File: config.mk
export PLATFORM = sky130hd
export DESIGN_NAME = muldiv_unit
export DESIGN_NICKNAME = d
export VERILOG_FILES = /design/src/rtl/muldiv_unit.sv
export SDC_FILE = /design/constraint.sdc
export NUM_CORES = 1
export LEC_CHECK = 0
export CORE_MARGIN = 2
export CORE_UTILIZATION = 51
export DETAILED_ROUTE_END_ITERATION = 8
export GPL_ROUTABILITY_DRIVEN = 0
export HOLD_SLACK_MARGIN = 0.03
export PLACE_DENSITY = 0.76
export SLEW_MARGIN = 15
export SYNTH_ARGS = -nofsm -noshare
export SYNTH_HDL_FRONTEND = slang
export SYNTH_SLANG_ARGS = --single-unit
File: constraint.sdc
create_clock -name clk -period 2.4 [get_ports clk]
set_input_delay 0.24 -clock clk [delete_from_list [all_inputs] [get_ports clk]]
set_output_delay 0.24 -clock clk [all_outputs]
set_load 0.005 [all_outputs]
File: src/rtl/muldiv_unit.sv
// muldiv_unit: sequential 16-bit unsigned multiply/divide unit.
//   MUL/MULH: radix-2 shift-add, one multiplier bit per RUN cycle.
//   DIV/REM : restoring division, one quotient bit per RUN cycle.
//             Present only when MULDIV_DIV_EN is defined. Otherwise DIV/REM
//             finish immediately with err=1 and result=0.
// Ports:
//   clk, rst        clock, synchronous active-high reset
//   start           begin an operation (sampled in IDLE only)
//   op              00 MUL, 01 MULH, 10 DIV, 11 REM
//   opa, opb        operands (captured on the accepting edge)
//   dest            destination register index (captured)
//   busy            operation in flight, including the completion cycle
//   done            one-cycle completion pulse
//   err             divide-by-zero or unsupported op, valid with done
//   result, wreg    register-file write data and index, held between ops
//   write_en        register-file write strobe (done and not err)
module muldiv_unit (
  input  logic        clk,
  input  logic        rst,
  input  logic        start,
  input  logic [1:0]  op,
  input  logic [15:0] opa,
  input  logic [15:0] opb,
  input  logic [2:0]  dest,
  output logic        busy,
  output logic        done,
  output logic        err,
  output logic [15:0] result,
  output logic [2:0]  wreg,
  output logic        write_en
);

  typedef enum logic [1:0] {IDLE, RUN, DONE} state_t;

  state_t      state;
  logic [3:0]  cnt;
  logic [1:0]  op_q;
  logic [2:0]  dest_q;
  logic [31:0] acc;  // product accumulator
  logic [31:0] mc;   // multiplicand, shifted left each step
  logic [15:0] mp;   // multiplier (MUL) or dividend/quotient shift register (DIV)

`ifdef MULDIV_DIV_EN
  logic [15:0] b_q;
  logic [15:0] rem;
  logic [16:0] trial;
  logic        div_zero;

  always_comb begin
    trial    = {rem, mp[15]};
    div_zero = (b_q == 16'h0000);
  end
`endif

  // Outputs are registered from the DONE state, so the done/write_en pulse
  // lands in the cycle after DONE; busy is held through that pulse.
  always_ff @(posedge clk) begin
    if (rst) begin
      state    <= IDLE;
      cnt      <= '0;
      acc      <= '0;
      mc       <= '0;
      mp       <= '0;
      op_q     <= '0;
      dest_q   <= '0;
      busy     <= 1'b0;
      done     <= 1'b0;
      err      <= 1'b0;
      write_en <= 1'b0;
      result   <= '0;
      wreg     <= '0;
`ifdef MULDIV_DIV_EN
      b_q      <= '0;
      rem      <= '0;
`endif
    end else begin
      done     <= 1'b0;
      err      <= 1'b0;
      write_en <= 1'b0;
      case (state)
        IDLE: begin
          if (start) begin
            op_q   <= op;
            dest_q <= dest;
            cnt    <= '0;
            acc    <= '0;
            mc     <= {16'h0000, opa};
            busy   <= 1'b1;
`ifdef MULDIV_DIV_EN
            mp     <= op[1] ? opa : opb;
            b_q    <= opb;
            rem    <= '0;
            state  <= RUN;
`else
            mp     <= opb;
            state  <= op[1] ? DONE : RUN;
`endif
          end else if (done) begin
            busy <= 1'b0;
          end
        end
        RUN: begin
`ifdef MULDIV_DIV_EN
          if (op_q[1]) begin
            if (trial >= {1'b0, b_q}) begin
              rem <= trial[15:0] - b_q;
              mp  <= {mp[14:0], 1'b1};
            end else begin
              rem <= trial[15:0];
              mp  <= {mp[14:0], 1'b0};
            end
          end else begin
            if (mp[0]) acc <= acc + mc;
            mc <= {mc[30:0], 1'b0};
            mp <= {1'b0, mp[15:1]};
          end
`else
          if (mp[0]) acc <= acc + mc;
          mc <= {mc[30:0], 1'b0};
          mp <= {1'b0, mp[15:1]};
`endif
          cnt <= cnt + 4'd1;
          if (cnt == 4'd15) state <= DONE;
        end
        DONE: begin
          state <= IDLE;
          done  <= 1'b1;
          wreg  <= dest_q;
`ifdef MULDIV_DIV_EN
          case (op_q)
            2'b00:   result <= acc[15:0];
            2'b01:   result <= acc[31:16];
            2'b10:   result <= mp;
            default: result <= rem;
          endcase
          err      <= op_q[1] && div_zero;
          write_en <= !(op_q[1] && div_zero);
`else
          if (op_q[1]) begin
            result   <= '0;
            err      <= 1'b1;
            write_en <= 1'b0;
          end else begin
            result   <= op_q[0] ? acc[31:16] : acc[15:0];
            write_en <= 1'b1;
          end
`endif
        end
        default: state <= IDLE;
      endcase
    end
  end

endmodule

=== Word level (Yosys, flattened, before mapping) ===
Cells that the tools add are included.

* $add $sub $neg: 2
* Eq/ne operators: 6
* Multiplexer cells: 20
* Bitwise gates (word level): 1
* Reductions and logical operators: 9

{| class="wikitable"
|+ Operators by type and width
! cell !! count
|-
| 32-bit one-hot mux with 2 select lines || 2
|-
| 32-bit 2-to-1 mux || 3
|-
| 16-bit 2-to-1 mux || 3
|-
| 32-bit adder || 1
|-
| 16-bit one-hot mux with 2 select lines || 1
|-
| 4-bit one-hot mux with 2 select lines || 1
|-
| 2-bit AND reduction || 4
|-
| 2-bit 2-to-1 mux || 3
|-
| 2-bit inequality test (second input constant) || 3
|-
| 1-bit 2-to-1 mux || 5
|-
| 4-bit by 1-bit adder with 4-bit output (second input constant) || 1
|-
| 4-bit equality test (second input constant) || 1
|-
| 4-bit 2-to-1 mux || 1
|-
| 2-bit one-hot mux with 2 select lines || 1
|-
| 2-bit nonzero test || 2
|-
| 3-bit AND reduction || 1
|-
| 2-bit by 1-bit equality test with 1-bit output (second input constant) || 1
|-
| 2-bit equality test (second input constant) || 1
|-
| 2-bit logical NOT || 1
|-
| 2-bit OR reduction || 1
|-
| 1-bit inverter || 1
|}

* Register bits: 114
* Output and inout port bits: 23
* Word-level logic and storage cells: 51

=== Longest topological paths before layout ===
Gate-level depths: netlist of the first run.

* Depth after elaboration: 3
* Depth in mapped cells: 11
* Gate-level depth less buffers: 11

=== Least setup slack after synthesis of the first run ===
Ideal clock, no wire load.

* Path type: flip-flop to flip-flop
* From: register acc[0]
* To: register acc[30]
* Arrival time: 2205 ps
* Setup slack: 77 ps
* Stages on the path, launching flop included: 12
* Clock period less this slack: 2323 ps
* Path through: dfxtp_1 ha_1 inv_1 fa_1 and2b_1 o31a_1 o221ai_2 a21oi_2 nor2_1 o31ai_1 mux2i_1 nand2_1

* Longest elaborated chain between the ends: 3

{| class="wikitable"
|+ RTL lines
! item !! line !! RTL
|-
| start: declaration || 39 || <nowiki>logic [31:0] acc;</nowiki>
|-
| start signal: assignment || 118 || <nowiki>if (mp[0]) acc <= acc + mc;</nowiki>
|-
| 32-bit adder || 118 ||
|-
| 32-bit 2-to-1 mux || 118 ||
|-
| 32-bit one-hot mux with 2 select lines || 80 || <nowiki>case (state)</nowiki>
|}

Every way passes these cells. The select of a mux whose other input is x is not followed.
A chain may end at the register's enable or synchronous reset.

=== Final worst setup path of the first run ===
* From: register acc[0]
* To: register acc[20]

Same word-level chain as after synthesis.

==> results of run 1 <==
==> cell families (layout without fill, tap and decap cells) <==
| logic type | after synthesis | in the layout | share of synthesized area |
|---|---|---|---|
| XOR/XNOR | 25 | 25 | 0.0371 |
| AO/OA/AOI/OAI | 197 | 197 | 0.232 |
| AND/OR/NAND/NOR | 276 | 276 | 0.200 |
| flip-flops | 114 | 114 | 0.387 |
| buffers and inverters | 52 | 143 | 0.0367 |
| adder cells (fa/ha/maj) | 33 | 33 | 0.0712 |
| multiplexers | 21 | 21 | 0.0356 |
==> path summary, 6_finish.rpt <==
path / from / to / slack (ns) / cells after the start
setup / recovery: acc[0] / acc[20] / 0.0007 / 11
hold / removal: rst / mc[20] / 0.13 / 2
setup reg to reg: acc[0] / acc[20] / 0.0007 / 11
hold reg to reg: result[4] / result[4] / 0.46 / 2
==> metal layers <==
layer | global-route usage | up-vias | routed length (um) | share of wire
met2 | 0.448 | 193 | 7810 | 0.49
met5 | 0 | - | 0 | 0
met4 | 0.115 | 0 | 506 | 0.032
met1 | 0.310 | 2629 | 6610 | 0.42
met3 | 0.0800 | 35 | 904 | 0.057
li1 | - | 2725 | - | -
==> repair_timing <==
item | CTS | global route
gates resized for setup | 6 | 26
setup buffers | 0 | 3
endpoints found under the setup margin | 5 | 17
pin swaps | 3 | 10
hold endpoints to repair | 0 | 0
gates cloned | 0 | 0
==> cell usage after synthesis, types with 3 or more instances <==
| cell type | number | share of area |
|---|---|---|
| ha_1 | 32 | 0.068 |
| o211ai_1 | 3 | 0.0038 |
| nand4_1 | 5 | 0.0053 |
| o21ai_1 | 19 | 0.016 |
| mux2i_1 | 21 | 0.036 |
| nor2_1 | 92 | 0.059 |
| o31a_1 | 3 | 0.0045 |
| and3_1 | 4 | 0.0042 |
| dfxtp_1 | 114 | 0.39 |
| nor4_1 | 3 | 0.0032 |
| a31oi_1 | 4 | 0.0042 |
| buf_4 | 3 | 0.0038 |
| nor2b_1 | 6 | 0.0064 |
| a21o_1 | 13 | 0.017 |
| and2_1 | 5 | 0.0053 |
| nand2b_1 | 5 | 0.0053 |
| o21a_1 | 9 | 0.011 |
| nor3b_1 | 3 | 0.0038 |
| a211o_1 | 3 | 0.0045 |
| a211oi_1 | 4 | 0.0051 |
| o21ai_0 | 25 | 0.021 |
| a21oi_1 | 34 | 0.029 |
| xor2_1 | 9 | 0.013 |
| or3_1 | 4 | 0.0042 |
| nand3_1 | 6 | 0.0051 |
| clkbuf_1 | 34 | 0.022 |
| or2_2 | 3 | 0.0032 |
| a22oi_1 | 28 | 0.036 |
| a311oi_1 | 30 | 0.045 |
| buf_1 | 4 | 0.0025 |
| xnor2_1 | 16 | 0.024 |
| nor3_1 | 9 | 0.0076 |
| nand2_1 | 126 | 0.080 |
| inv_1 | 8 | 0.0051 |
==> area by class of cell <==
type,count,area [um2],share of cell area
multi-input combinational,552,3550,0.467
sequential,114,2290,0.301
timing repair buffer,103,936,0.123
clock buffer,20,457,0.0601
tap,143,179,0.0235
clock inverter,12,156,0.0206
inverter,8,30.0,0.00395
==> per-stage QoR <==
stage                util  total power, W  cell area (um2)
global placement    0.600         0.00257             6820
floorplan               -         0.00238             5900
global route        0.668         0.00535             7600
finish              0.668         0.00516             7600
CTS                 0.656         0.00518             7460
detailed placement  0.600         0.00259             6820
==> worst register-to-register path, stage by stage (launching register included) <==
cell	delay, ns
dfxtp_2	0.33
ha_4	0.16
inv_2	0.05
fa_2	0.19
and2b_1	0.19
o31a_1	0.30
o221ai_2	0.24
a21oi_2	0.10
o21a_1	0.20
o21a_1	0.19
o21a_1	0.18
o31ai_2	0.18
==> sequential cells by signal, summed over array words and instances, names as in the netlist <==
| signal | cells |
|---|---|
| acc | 32 |
| busy | 1 |
| cnt | 4 |
| dest_q | 3 |
| done | 1 |
| err | 1 |
| mc | 32 |
| mp | 16 |
| op_q | 2 |
| result | 16 |
| state | 2 |
| wreg | 3 |
| write_en | 1 |
==> power by group through the flow <==
stage                     sequential [W]  combinational [W]  clock [W]
after floorplan                  0.00205           0.000334          0
after global placement           0.00207           0.000499          0
after detailed placement         0.00207           0.000515          0
after CTS                        0.00203           0.000522    0.00263
after global routing             0.00204           0.000585    0.00273
final                            0.00203           0.000529    0.00260
==> reports/results.tsv, run 1 <==
stage	metric	value	unit
floorplanning	Horiz. Die Dim	112	um
placement	Placed Cells	917	
global_route	GRT overflow	0	
floorplanning	core outline area	0.0114	mm2
sta	clk_skew	0.00825	ns
synth	Top FF cell, synth	dfxtp_1	
cts	worst-skew pair later-pin latency	0.43	ns
synth	Async SR Flop Fraction	0	
cts	H-tree depth	4	
floorplanning	DIE HEIGHT	112	um
layout	commonest cells after routing, fill and taps aside	nand2_1 (126), dfxtp_1 (108), nor2_1 (90)	
layout	Non-Filler Instances	952	
synth	post-synthesis cell count	718	
setup_path	Top cell by count, worst path	o21a_1	
placement	Port Buffer Count	62	
drt	wire per inst	16.6	um
setup_path	critical path fanouts, max	4	
cts	TritonCTS Buffers	17	
setup_path	worst path required time	2.74	ns
cts	root buf cell	clkbuf_16	
synth	#FFs+latches synth	114	
layout	Diodes inserted	0	
power	combinational share of power	0.102	
setup_path	buffers and inverters on the worst path	1	
synth	Syn Area/Cell	8.22	um2
placement	hpwl dp	11200	um
floorplanning	initial core utilization	0.519	
drt	Vias	5582	
sta	unrepaired setup endpoints after global routing	yes	
synth	Seq/Total Area, Yosys	0.387	
setup_path	CP Cell Sequence	ha_4, inv_2, fa_2, and2b_1, o31a_1, o221ai_2, a21oi_2, o21a_1, o21a_1, o21a_1, o31ai_2	
sta	Slew headroom	0.519	
floorplanning	Top Ports	63	
sta	max-slew violations	0	
sta	Final setup viols	0	
synth	Syn Std Cell Area	0.00590	mm2
cts	clk slew on worst S/H paths	0.06	ns
setup_path	Worst EP arrival	2.74	ns
global_route	initial antenna violation count	0	
power	clock share of power	0.504	
layout	Area growth syn-to-layout	28.7	%
sta	fin crit period	2.40	ns
cts	CTS Hold Bufs	0	
cts	Clock Sinks	114	
setup_path	critical path class	reg2reg	
cts	clock buffer depth	2	
power	switch share	0.248	
sta	fin worst setup slack	0.000678	ns
power	internal power	0.00388	W
global_route	vias in the first global route	5518	
layout	proportion of layout cells with a drive suffix above 1	0.146	
layout	Final nets	869	
setup_path	CP max-delay cell	dfxtp_2	
global_route	GR Util All Layers	0.264	
power	Seq pwr share	0.394	
sta	final hold vios	0	
sta	Slew @ Worst Pin	0.719	ns
drt	Routed WL	15800	um
layout	most common cell after layout, fill and taps aside	nand2_1	
synth	YS warnings	0	
layout	FILL cells	896	
setup_path	CP Capture Type	register	
outcome	status	finished, final reports clean	
flow_run	maxcap violations	0	
sta	Fmax achieved	0.417	GHz
setup_path	Critical Path Start Type	register	
synth	synth unique cells	60	
global_route	first-pass GRT wire length	26500	um
sta	Worst Hold Slack	0.128	ns
cts	CTS tree	built	
drt	Post-route DRC	0	
sta	Final period util	1.00	
power	sw power	0.00128	W
drt	DR iter-0 viols	424	
hold_path	hold crit path type	in2reg	
setup_path	kind of cell adding the most delay to the critical path	compound AO/OA/AOI/OAI gates	
drt	DRT antenna net count	0	
power	Cell Pwr Density	680	mW/mm2
setup_path	critical path's largest stage delay	0.33	ns
global_route	pin count of the biggest net entering global routing	64	
floorplanning	die footprint	0.0124	mm2
drt	drt pass-1 iters	5	
synth	Post-Syn Nets	791	
placement	pre-CTS WS	-0.0293	ns
power	LEAKAGE	3.06	nW
sta	setup_tns	0	ns
drt	Vias/cell	5.86	
synth	EDFF count, synth	0	
power	worst vdd ir	556	uV
floorplanning	num rows	39	
(Power assumes the default switching activity.)
==> run 2: changes to the inputs <==
PLACE_DENSITY = not set   (was 0.76)
PLACE_DENSITY_LB_ADDON = 0.3   (was not set)
==> reports/results.tsv, run 2 (synthesis gave the netlist of run 1 again) <==
stage	metric	value	unit	change
cts	CTS tree	built		
drt	DRT antenna net count	0		unchanged
power	total power	0.00517	W	+0.19%
sta	clk_skew	0.00589	ns	-0.00237 ns
power	internal power	0.00389	W	about the same
setup_path	Worst R2R Path Depth	11		unchanged
hold_path	Hold Crit Depth	2		unchanged
cts	worst-skew pair later-pin latency	0.42	ns	about the same
setup_path	Critical Path Start Type	register		
layout	proportion of layout cells with a drive suffix above 1	0.156		+0.0104
sta	Final setup viols	1		+1
power	Cell Pwr Density	675	mW/mm2	-0.63%
power	clock share of power	0.503		about the same
sta	final hold vios	0		unchanged
placement	Port Buffer Count	62		unchanged
sta	fin crit period	2.41	ns	+0.00776 ns
cts	clk slew on worst S/H paths	0.05	ns	about the same
floorplanning	Top Ports	63		unchanged
layout	top flop regs	acc (32), mc (32)		
sta	Final period util	1.00		+0.00323
global_route	pin count of the biggest net entering global routing	43		-33%
layout	most common cell after layout, fill and taps aside	nand2_1		
setup_path	critical path class	reg2reg		
setup_path	Critical Path Sink	acc[20]		
floorplanning	DIE HEIGHT	112	um	unchanged
cts	CTS Hold Bufs	0		unchanged
setup_path	Setup crit start	mc[0]		
global_route	first-pass GRT wire length	25600	um	-3.2%
outcome	failing checks	setup timing		
setup_path	reg2reg start	mc[0]		
power	combinational share of power	0.105		+0.003
power	switch share	0.249		+0.000871
drt	Post-route DRC	0		unchanged
sta	fin worst setup slack	-0.00708	ns	-0.00776 ns
setup_path	Worst EP arrival	2.74	ns	about the same
drt	drt pass-1 iters	5		unchanged
flow_run	maxcap violations	0		unchanged
sta	Worst Hold Slack	0.149	ns	+0.0207 ns
cts	TritonCTS Buffers	17		unchanged
layout	FILL cells	919		+2.6%
layout	commonest cells after routing, fill and taps aside	nand2_1 (126), dfxtp_1 (107), nor2_1 (91)		
global_route	vias in the first global route	5470		-0.87%
power	worst vdd ir	618	uV	+11%
setup_path	reg2reg end	acc[20]		
layout	Diodes inserted	0		unchanged
layout	Final nets	879		+1.2%
cts	Clock Sinks	114		unchanged
power	LEAKAGE	3.12	nW	+2.0%
cts	H-tree depth	4		unchanged
sta	setup_tns	-0.00708	ns	-0.00708 ns
floorplanning	num rows	39		unchanged
power	sw power	0.00129	W	+0.54%
sta	max-slew violations	0		unchanged
sta	Slew headroom	0.635		+0.117
cts	clock buffer depth	2		unchanged
floorplanning	core outline area	0.0114	mm2	unchanged
sta	Slew @ Worst Pin	0.547	ns	-0.172 ns
drt	wire per inst	16.7	um	+0.37%
cts	root buf cell	clkbuf_16		
placement	hpwl dp	11100	um	-1.0%
floorplanning	die footprint	0.0124	mm2	unchanged
setup_path	worst path required time	2.74	ns	about the same
setup_path	CP Capture Type	register		
global_route	initial antenna violation count	0		unchanged
power	Seq pwr share	0.392		-0.002
outcome	status	complete, but fails checks		
setup_path	R2R Setup Slk	-0.007	ns	about the same
sta	unrepaired setup endpoints after global routing	yes		
global_route	GRT overflow	0		unchanged
drt	DR iter-0 viols	374		-12%
floorplanning	Horiz. Die Dim	112	um	unchanged
drt	Routed WL	16100	um	+1.4%
placement	pre-CTS WS	-0.0757	ns	-0.0464 ns
layout	Area growth syn-to-layout	29.8	%	
global_route	GR Util All Layers	0.253		-0.0108
floorplanning	initial core utilization	0.519		unchanged
drt	Vias	5632		+0.90%
hold_path	hold crit path type	in2reg		
layout	Final Util	0.674		+0.00550
setup_path	critical path fanouts, max	2		-2
sta	Fmax achieved	0.415	GHz	-0.32%
drt	Vias/cell	5.85		-0.15%
-- run 2: cell types whose count changed in the layout (fill, tap and decap cells not counted), sizes merged --
cell    change
clkbuf      -1
inv         +1
buf        +10
-- run 2: per-stage QoR --
stage | instance area, um2 | cells
3_5_place_dp | 6860 | 924
5_1_grt | 7660 | 962
6_report | 7660 | 962
4_1_cts | 7540 | 960
3_3_place_gp | 6860 | 924
2_1_floorplan | 5900 | 718
-- run 2: power by group through the flow --
stage	clock network, W	registers (W)	logic, W
finish	0.00260	0.00203	0.000542
global route	0.00271	0.00204	0.000592
CTS	0.00264	0.00203	0.000528
detailed placement	0	0.00207	0.000522
global placement	0	0.00206	0.000507
floorplan	0	0.00205	0.000334
-- run 2: worst max-delay path, cell delays in order (launching register included) --
cell and delay [ns]:
dfxtp_2 0.34, ha_4 0.16, inv_2 0.05, fa_2 0.19, and2b_1 0.19, o31a_1 0.28
o221ai_2 0.23, a21oi_2 0.10, o21a_1 0.23, o21a_1 0.22, o21a_1 0.18, o31ai_2 0.15
-- run 2: layout make-up --
cell class                      instances  area [um2]  area share
Timing Repair Buffer                  113         998       0.130
Tap cell                              143         179      0.0234
Multi-Input combinational cell        552        3550       0.464
Clock inverter                         13         158      0.0206
Sequential cell                       114        2290       0.299
Clock buffer                           19         453      0.0591
Inverter                                8        30.0     0.00392
-- run 2: layer usage --
layer	routed length (um)	share of wire	GRT usage	vias to the layer above
li1	-	-	-	2752
met1	6870	0.43	0.305	2666
met2	7850	0.49	0.432	184
met3	971	0.060	0.0653	30
met4	364	0.023	0.105	0
met5	0	0	0	-
-- run 2: worst min-delay path by stage --
stage / from / slack (ns) / end
after floorplan: dest[0] / 0.38 / dest_q[0]
after global placement: result[8] / 0.44 / result[8]
after detailed placement: result[6] / 0.44 / result[6]
after CTS: rst / 0.13 / mc[17]
after global routing: rst / 0.14 / mc[17]
final: rst / 0.15 / mc[17]
-- run 2: repair_timing --
item / CTS / global route
gates resized for setup: 10 / 20
pin swaps: 9 / 12
endpoints found under the setup margin: 8 / 16
setup buffers: 4 / 2
cloned: 0 / 0
==> run 3: changes to the inputs <==
CTS_CLUSTER_SIZE = 16   (was not set)
REMOVE_ABC_BUFFERS = 1   (was not set)
==> reports/results.tsv, run 3 (synthesis gave the netlist of run 1 again) <==
stage	metric	value	unit	change
outcome	status	finished, final reports clean		
layout	fin area	0.00767	mm2	+0.13%
sta	setup_tns	0	ns	+0.00708 ns
floorplanning	core outline area	0.0114	mm2	unchanged
sta	Slew @ Worst Pin	0.650	ns	+0.103 ns
drt	DR iter-0 viols	323		-14%
floorplanning	die footprint	0.0124	mm2	unchanged
layout	proportion of layout cells with a drive suffix above 1	0.153		-0.00320
layout	top flop regs	acc (32), mc (32)		
flow_run	maxcap violations	0		unchanged
power	total power	0.00527	W	+1.8%
floorplanning	Top Ports	63		unchanged
setup_path	Critical Path Start Type	register		
placement	hpwl dp	11100	um	-0.48%
floorplanning	num rows	39		unchanged
cts	clock buffer depth	2		unchanged
sta	final hold vios	0		unchanged
floorplanning	Horiz. Die Dim	112	um	unchanged
setup_path	buffers and inverters on the worst path	2		+1
sta	max-slew violations	0		unchanged
placement	pre-CTS WS	-0.0665	ns	+0.00915 ns
global_route	GRT overflow	0		unchanged
power	LEAKAGE	3.10	nW	-0.54%
setup_path	Worst EP arrival	2.69	ns	-0.05 ns
hold_path	hold crit path type	in2reg		
setup_path	R2R Setup Slk	0.05	ns	+0.05 ns
layout	Final nets	870		-1.0%
drt	wire per inst	16.7	um	+0.23%
layout	most common cell after layout, fill and taps aside	nand2_1		
drt	drt pass-1 iters	5		unchanged
drt	Routed WL	15900	um	-0.71%
sta	unrepaired setup endpoints after global routing	yes		
sta	clk_skew	0.00624	ns	+0.000352 ns
global_route	pin count of the biggest net entering global routing	54		+26%
global_route	vias in the first global route	5445		-0.46%
cts	worst-skew pair later-pin latency	0.41	ns	about the same
placement	DP Area	0.00682	mm2	-0.69%
drt	Vias	5614		-0.32%
setup_path	CP max-delay cell	dfxtp_2		
layout	commonest cells after routing, fill and taps aside	nand2_1 (125), dfxtp_1 (109), nor2_1 (90)		
drt	Post-route DRC	0		unchanged
cts	TritonCTS Buffers	17		unchanged
floorplanning	initial core utilization	0.519		unchanged
setup_path	critical path class	reg2reg		
cts	root buf cell	clkbuf_16		
placement	Port Buffer Count	62		unchanged
layout	Diodes inserted	0		unchanged
setup_path	critical path's largest stage delay	0.35	ns	about the same
setup_path	CP Capture Type	register		
drt	Vias/cell	5.89		+0.62%
layout	Area growth syn-to-layout	30.0	%	
sta	Final period util	0.980		-0.0228
power	Cell Pwr Density	687	mW/mm2	+1.7%
power	worst vdd ir	561	uV	-9.3%
setup_path	kind of cell adding the most delay to the critical path	compound AO/OA/AOI/OAI gates		
sta	Slew headroom	0.566		-0.0693
cts	CTS Hold Bufs	0		unchanged
global_route	first-pass GRT wire length	25700	um	+0.21%
sta	fin worst setup slack	0.0477	ns	+0.0548 ns
cts	CTS tree	built		
cts	H-tree depth	4		unchanged
global_route	GR Util All Layers	0.253		-0.000604
drt	DRT antenna net count	0		unchanged
layout	Final Util	0.675		+0.000880
sta	Final setup viols	0		-1
sta	Fmax achieved	0.425	GHz	+2.3%
setup_path	worst path required time	2.74	ns	about the same
floorplanning	DIE HEIGHT	112	um	unchanged
cts	Clock Sinks	114		unchanged
setup_path	CP Cell Sequence	ha_4, inv_2, fa_2, and2b_1, o31a_1, buf_4, nor4_4, o31a_1, o21ai_1, a21oi_1, xor2_1, o21ai_1		
sta	fin crit period	2.35	ns	-0.0548 ns
layout	FILL cells	875		-4.8%
global_route	initial antenna violation count	0		unchanged
setup_path	critical path fanouts, max	3		+1
cts	clk slew on worst S/H paths	0.05	ns	about the same
run 3: report_power, final:
group          total [W]  leakage [nW]  switching [W]  internal (W)
Sequential       0.00203         0.930      0.0000625       0.00197
Clock            0.00269         0.320       0.000854       0.00184
Combinational   0.000543          1.85       0.000307      0.000237
Total            0.00527          3.10        0.00122       0.00405
run 3: per-stage QoR:
stage | cells | hold WS [ns]
6_report | 953 | 0.273
5_1_grt | 953 | 0.285
4_1_cts | 952 | 0.268
3_5_place_dp | 916 | 0.449
3_3_place_gp | 916 | 0.436
2_1_floorplan | 674 | 0.309
run 3: what timing repair did:
action                     in CTS  in global routing
pin swaps                      10                 19
buffers inserted                4                  1
setup endpoints to repair       5                 14
resized for setup               7                 32
run 3: routing by layer:
| layer | up-vias | wire, um | global-route usage |
|---|---|---|---|
| met5 | - | 0 | 0 |
| met4 | 0 | 447 | 0.108 |
| met3 | 32 | 893 | 0.0615 |
| met2 | 190 | 7590 | 0.420 |
| met1 | 2669 | 7010 | 0.314 |
| li1 | 2723 | - | - |
run 3: path summary, 6_finish.rpt:
kind                  start        end  cells past startpoint
setup / recovery      mc[0]    acc[14]                     12
setup reg to reg      mc[0]    acc[14]                     12
hold reg to reg   dest_q[2]  dest_q[2]                      2
hold / removal          rst     mc[18]                      2
run 3: area by class of cell:
| type | count | area (um2) | share of cell area |
|---|---|---|---|
| tap | 143 | 179 | 0.0233 |
| sequential | 114 | 2290 | 0.298 |
| multi-input combinational | 552 | 3590 | 0.468 |
| clock buffer | 22 | 484 | 0.0631 |
| inverter | 8 | 30.0 | 0.00391 |
| clock inverter | 10 | 154 | 0.0201 |
| timing repair buffer | 104 | 943 | 0.123 |
